**src/rtl/rr_arbiter_mux_if.sv**
```systemverilog
// Request/output stream bundle for rr_arbiter_mux: NUM_CH valid/ready request channels in, one registered stream out.
interface rr_arbiter_mux_if #(
    parameter int NUM_CH = 5,
    parameter int DATA_W = 16
);
    logic [NUM_CH-1:0]        req_valid;
    logic [NUM_CH*DATA_W-1:0] req_data;
    logic [NUM_CH-1:0]        req_last;
    logic [NUM_CH-1:0]        req_ready;
    logic [NUM_CH-1:0]        grant;
    logic                     out_valid;
    logic [DATA_W-1:0]        out_data;
    logic                     out_last;
    logic                     out_ready;

    modport master (
        output req_valid, req_data, req_last, out_ready,
        input  req_ready, grant, out_valid, out_data, out_last
    );

    modport slave (
        input  req_valid, req_data, req_last, out_ready,
        output req_ready, grant, out_valid, out_data, out_last
    );
endinterface

```
**src/rtl/rr_arbiter_mux.sv**
```systemverilog
// Round-robin arbiter/mux, NUM_CH streams onto one output register; 1-cycle latency, full throughput, req_ready drops while the held flit is stalled.
// ARB_PKT_LOCK_EN: grant stays with a channel until its tail flit (req_last) is accepted.
module rr_arbiter_mux #(
    parameter int NUM_CH = 5,
    parameter int DATA_W = 16
) (
    input  logic              clk,
    input  logic              reset,
    rr_arbiter_mux_if.slave   bus,
    output logic              idle
);
    localparam int PTR_W = $clog2(NUM_CH);

    typedef enum logic {IDLE = 1'b0, LOCKED = 1'b1} state_t;

    state_t             state, state_nxt;
    logic [PTR_W-1:0]   ptr, ptr_nxt, owner, owner_nxt;
    logic [PTR_W-1:0]   hi_idx, lo_idx, sel_idx, ptr_after;
    logic               hi_found, lo_found, found;
    logic [NUM_CH-1:0]  eligible, sel;
    logic [DATA_W-1:0]  sel_data;
    logic               sel_last, can_load, accept;
    logic               out_valid_q, out_last_q;
    logic [DATA_W-1:0]  out_data_q;

    assign can_load = ~out_valid_q | bus.out_ready;

    // Scan ptr..NUM_CH-1 first, then wrap to 0..ptr-1.
    always_comb begin
        eligible = '0;
        hi_found = 1'b0;
        lo_found = 1'b0;
        hi_idx   = '0;
        lo_idx   = '0;
        for (int i = 0; i < NUM_CH; i++) begin
            eligible[i] = bus.req_valid[i] & ((state == IDLE) | (owner == PTR_W'(i)));
            if (eligible[i] && !hi_found && (PTR_W'(i) >= ptr)) begin
                hi_found = 1'b1;
                hi_idx   = PTR_W'(i);
            end
            if (eligible[i] && !lo_found && (PTR_W'(i) < ptr)) begin
                lo_found = 1'b1;
                lo_idx   = PTR_W'(i);
            end
        end
        found   = hi_found | lo_found;
        sel_idx = hi_found ? hi_idx : lo_idx;
    end

    always_comb begin
        sel      = '0;
        sel_data = '0;
        sel_last = 1'b0;
        for (int i = 0; i < NUM_CH; i++) begin
            sel[i] = found & (sel_idx == PTR_W'(i));
            if (sel[i]) begin
                sel_data = bus.req_data[i*DATA_W +: DATA_W];
                sel_last = bus.req_last[i];
            end
        end
    end

    assign accept        = found & can_load;
    assign bus.req_ready = sel & {NUM_CH{can_load}};
    assign bus.grant     = bus.req_ready & bus.req_valid;
    assign ptr_after     = (sel_idx == PTR_W'(NUM_CH - 1)) ? '0 : sel_idx + 1'b1;

    always_comb begin
        state_nxt = state;
        owner_nxt = owner;
        ptr_nxt   = ptr;
`ifdef ARB_PKT_LOCK_EN
        if (accept) begin
            if (sel_last) begin
                state_nxt = IDLE;
                ptr_nxt   = ptr_after;
            end else begin
                state_nxt = LOCKED;
                owner_nxt = sel_idx;
            end
        end
`else
        state_nxt = IDLE;
        if (accept) begin
            ptr_nxt = ptr_after;
        end
`endif
    end

    always_ff @(posedge clk or posedge reset) begin
        if (reset) begin
            state <= IDLE;
            owner <= '0;
            ptr   <= '0;
        end else begin
            state <= state_nxt;
            owner <= owner_nxt;
            ptr   <= ptr_nxt;
        end
    end

    // Load and drain in the same cycle simply overwrites the held flit.
    always_ff @(posedge clk or posedge reset) begin
        if (reset) begin
            out_valid_q <= 1'b0;
            out_data_q  <= '0;
            out_last_q  <= 1'b0;
        end else if (accept) begin
            out_valid_q <= 1'b1;
            out_data_q  <= sel_data;
            out_last_q  <= sel_last;
        end else if (bus.out_ready) begin
            out_valid_q <= 1'b0;
        end
    end

    assign bus.out_valid = out_valid_q;
    assign bus.out_data  = out_data_q;
    assign bus.out_last  = out_last_q;
    assign idle          = ~out_valid_q & ~|bus.req_valid & (state == IDLE);
endmodule

```
**src/flat_wrapper.sv**
```systemverilog
// flat-port wrapper written by rule: the top's interface ports become plain ports
module rr_arbiter_mux_flat 
#(
    parameter int NUM_CH = 5,
    parameter int DATA_W = 16
)
  (clk, reset, idle, bus_req_valid, bus_req_data, bus_req_last, bus_out_ready, bus_req_ready, bus_grant, bus_out_valid, bus_out_data, bus_out_last);
  rr_arbiter_mux_if #(.NUM_CH(NUM_CH), .DATA_W(DATA_W)) bus_i ();
  input  logic clk;
  input  logic reset;
  output logic idle;
  input wire logic [$bits(bus_i.req_valid)-1:0] bus_req_valid;
  input wire logic [$bits(bus_i.req_data)-1:0] bus_req_data;
  input wire logic [$bits(bus_i.req_last)-1:0] bus_req_last;
  input wire logic [$bits(bus_i.out_ready)-1:0] bus_out_ready;
  output wire logic [$bits(bus_i.req_ready)-1:0] bus_req_ready;
  output wire logic [$bits(bus_i.grant)-1:0] bus_grant;
  output wire logic [$bits(bus_i.out_valid)-1:0] bus_out_valid;
  output wire logic [$bits(bus_i.out_data)-1:0] bus_out_data;
  output wire logic [$bits(bus_i.out_last)-1:0] bus_out_last;
  assign bus_i.req_valid = bus_req_valid;
  assign bus_i.req_data = bus_req_data;
  assign bus_i.req_last = bus_req_last;
  assign bus_i.out_ready = bus_out_ready;
  assign bus_req_ready = bus_i.req_ready;
  assign bus_grant = bus_i.grant;
  assign bus_out_valid = bus_i.out_valid;
  assign bus_out_data = bus_i.out_data;
  assign bus_out_last = bus_i.out_last;
  rr_arbiter_mux #(.NUM_CH(NUM_CH), .DATA_W(DATA_W)) u_core (.clk(clk), .reset(reset), .bus(bus_i), .idle(idle));
endmodule
```
**config.mk**
```make
export PLATFORM = sky130hd
export DESIGN_NAME = rr_arbiter_mux_flat
export DESIGN_NICKNAME = d
export VERILOG_FILES = /design/src/rtl/rr_arbiter_mux_if.sv /design/src/rtl/rr_arbiter_mux.sv /design/src/flat_wrapper.sv
export SDC_FILE = /design/constraint.sdc
export NUM_CORES = 1
export LEC_CHECK = 0
export ABC_AREA = 1
export BUFFER_PORTS_ARGS = -buffer_cell sky130_fd_sc_hd__buf_2
export CAP_MARGIN = 15
export CORE_MARGIN = 1.5
export CORE_UTILIZATION = 49
export DETAILED_ROUTE_END_ITERATION = 7
export MAX_ROUTING_LAYER = met4
export PLACE_DENSITY = 0.9
export SLEW_MARGIN = 20
export SYNTH_ARGS = -nofsm -noshare
export SYNTH_HDL_FRONTEND = slang
export SYNTH_SLANG_ARGS = --single-unit
```
**constraint.sdc**
```tcl
create_clock -name clk -period 7.8 [get_ports clk]
set_input_delay 1.17 -clock clk [delete_from_list [all_inputs] [get_ports clk]]
set_output_delay 1.17 -clock clk [all_outputs]
set_load 0.02 [all_outputs]
```
==> summary.txt <==
Timing
  – Final period util: 61.61%
  – RSZ-0062 raised after global routing: false
  – Slew @ Worst Pin: 0.9062 ns
  – Max-slew violation count: 0
  – Max Clk Rate: 0.2081 GHz
  – Sum Neg Setup Slack: 0 ns
  – Final Hold Fails: 0
  – # setup viols final: 0
  – Slew headroom: 39.44%
  – Final Critical Period: 4.806 ns
  – Clock skew: 0.002999 ns

Die
  – # IOs: 122
  – Core Area: 4354 um^2
  – Die area: 4916 um^2
  – Row Count: 24
  – Starting density of the core: 50.69%
  – Chip width: 70.12 um
  – Die Ht: 70.12 um

Clock tree
  – Clock latency on the worst-skew pair: 0.27 ns
  – Clk sinks: 21
  – Max Root-Sink Buffers: 2
  – CTS clock-pin slew for the worst setup and hold paths: 0.09 ns
  – # H-tree levels: 1
  – Root Driver: clkbuf_8
  – PostCTS Resize Cnt: 0
  – Setup repair bufs after CTS: 0
  – Post-CTS Hold Fix Bufs: 0
  – Total CTS buffers: 3
  – TritonCTS clock tree: built

Logic synthesis
  – Post-synth EDFFs: 0
  – Syn Std Cell Area: 2207 um^2
  – Syn Nets: 479
  – Synth top area share: 29.76%
  – Sequential share of the synthesized area: 23.81%
  – Top cells by area, synth: nand2_1 30%, dfrtp_1 24%, nand3_1 8.6%, inv_1 7.3%, o21bai_1 5.8%
  – Syn avg cell area: 5.793 um^2
  – Synthesized instance count: 381
  – Post-synth ARST share: 100.0%
  – Synth Flop Type: dfrtp_1
  – #FFs+latches synth: 21
  – Synth area leader: nand2_1
  – Unique masters post-synth: 27
  – Ys Warns: 0

Routing
  – DR DRC count: 0
  – Max Used Layer: met4
  – Pre-antenna DRT Iters: 4
  – Vias: 2737
  – Vias/cell: 5.087
  – Met3 WL: 369 um
  – 1st-iter DRT viols: 165
  – Met2 wire length: 3.126 mm
  – Met1 Wirelength: 2.989 mm
  – Final WL: 6.611 mm
  – Final ANT Viol Nets: 0
  – WL per Instance: 12.29 um

Layout
  – Post-route cell area: 2794 um^2
  – Layout area overhead: 26.59%
  – Fin nets: 585
  – Share of cells above drive strength 1: 28.19%
  – Finished Layout Cells: 538
  – Commonest non-fill, non-tap cell in the layout: nand2_1
  – Fill count: 431
  – Most frequent cells in the layout: 175 x nand2_1, 121 x buf_2, 43 x inv_1
  – Ant diodes: 0

Hold path
  – Hold WC Path Type: flip-flop to flip-flop

Setup path
  – CP bufs+invs: 5
  – Critical Path Slowest Stage Cell: clkinv_1
  – Crit Path Category: input pin to output pin
  – Crit. End Element: output pin
  – Kind of cell adding the most delay to the critical path: simple AND/OR/NAND/NOR gates
  – Cells along the critical path: buf_2 -> nand3_1 -> nand2_1 -> nor3_4 -> nand2_4 -> inv_2 -> nor3_1 -> inv_1 -> ha_1 -> nand2_1 -> clkinv_1 -> nand2_1 -> nor3_1 -> buf_2
  – Critical Path Max Stage Delay: 0.40 ns
  – CP Data Required Time: 6.63 ns
  – Critical Path Most Common Cell: nand2_1
  – CP arrival: 3.64 ns
  – Critical path peak fanout: 40
  – Critical Path Start Type: input pin

Power
  – PwrDens: 419.5 nW/um^2
  – Pleak: 1.773 nW
  – Switching share of power: 56.32%
  – Internal power: 511.9 uW
  – Sequential share of power: 16.8%
  – Logic gate share of total power: 76.6%
  – Proportion of power drawn by the clock network: 6.6%
  – VDD IR-drop max: 0.1770 mV
  – Net Sw Power: 660.0 uW

Placement
  – Placed cell count: 534
  – Post-DP HPWL: 4.817 mm
  – GP Congestion: 1.024
  – Buffers on Ports: 121
  – Total placed instance area: 2748 um^2

Global route
  – Number of global-route vias before repair: 2427
  – Initial antenna violation count: 0
  – All-layer global routing usage: 27.11%
  – Gr ovfl total: 0
  – First-pass GRT wire length: 10.66 mm
  – Largest net degree at the start of global routing: 41

Outcome
  – Status: completed

Flow run
  – Max Cap Viol: 0
-- worst reg2reg max path, stage by stage (launching register included) --
cell	delay (ns)
dfrtp_1	0.47
nor2_2	0.17
nand3_1	0.10
nand2_1	0.16
nor3_4	0.06
nand2_4	0.31
inv_2	0.08
nor3_1	0.33
ha_1	0.24
ha_1	0.17
nand2_1	0.06
inv_1	0.65
o21bai_1	0.23
clkinv_1	0.08
nand2_1	0.08
nand2_1	0.05
nand2_1	0.05
nand2_1	0.05
-- cells in the mapped netlist (2+ instances only) --
cell,n
nand2_4,2
buf_2,5
inv_2,3
o21bai_1,17
buf_6,5
ha_1,5
buf_4,3
o21ai_0,2
inv_1,43
dfrtp_1,21
nor2_1,11
clkbuf_1,7
nand4_1,18
nand2_1,175
clkinv_1,8
nand3_1,38
nor3_1,4
o21ai_1,2
nand2_2,4
-- power groups by stage --
stage | Clock [mW] | Combinational [mW] | Sequential, mW
final | 0.0773 | 0.897 | 0.197
after global routing | 0.0826 | 1.02 | 0.203
after CTS | 0.0782 | 0.893 | 0.197
after detailed placement | 0 | 0.892 | 0.196
after global placement | 0 | 0.860 | 0.197
after floorplan | 0 | 0.668 | 0.248
-- sequential cells by signal, summed over array words and instances, names as in the netlist --
register,count
u_core.bus.out_data,16
u_core.bus.out_last,1
u_core.bus.out_valid,1
u_core.ptr,3
-- logic make-up after synthesis --
group / Yosys count / synth area share, %
AO/OA/AOI/OAI: 26 / 8.504
flip-flops: 21 / 23.81
adder cells (fa/ha/maj): 5 / 2.834
buffers and inverters: 74 / 15.08
AND/OR/NAND/NOR: 255 / 49.77
-- area by class of cell --
class,instances,area [um^2],share of cell area (%)
inverter,54,202.7,7.255
clock inverter,1,5.005,0.1791
tap,52,65.06,2.329
timing repair buffer,121,605.6,21.67
sequential,21,525.5,18.81
clock buffer,3,41.29,1.478
multi-input combinational,286,1349,48.28
-- worst paths after layout --
| check | startpoint | endpoint | slack (ns) | depth (start not counted) |
|---|---|---|---|---|
| max reg2reg | u_core.ptr[2] | u_core.bus.out_data[2] | 4.36 | 17 |
| max in group asynchronous | reset | u_core.ptr[0] | 6.21 | 2 |
| max | bus_req_valid[0] | bus_grant[0] | 2.99 | 14 |
| min in group asynchronous | reset | u_core.bus.out_data[0] | 1.06 | 2 |
| min reg2reg | u_core.bus.out_data[15] | u_core.bus.out_data[15] | 0.48 | 2 |
| min | u_core.bus.out_data[15] | u_core.bus.out_data[15] | 0.48 | 2 |
-- routing by layer --
metal	vias to the layer above	global-route usage, %
met5	-	-
met4	0	8.761
met2	116	44.66
met3	14	3.319
li1	1398	-
met1	1209	34.77
-- per-stage QoR --
step | hold slack [ns] | util [%] | setup slack (ns) | total power [mW]
floorplan | 0.4963 | - | 3.422 | 0.9161
global placement | 0.4564 | 63.10 | 3.219 | 1.057
detailed placement | 0.4605 | 63.10 | 3.044 | 1.088
CTS | 0.4841 | 64.17 | 3.037 | 1.168
global route | 0.4971 | 64.17 | 2.723 | 1.309
finish | 0.4797 | 64.17 | 2.994 | 1.172
(Power assumes the default switching activity.)
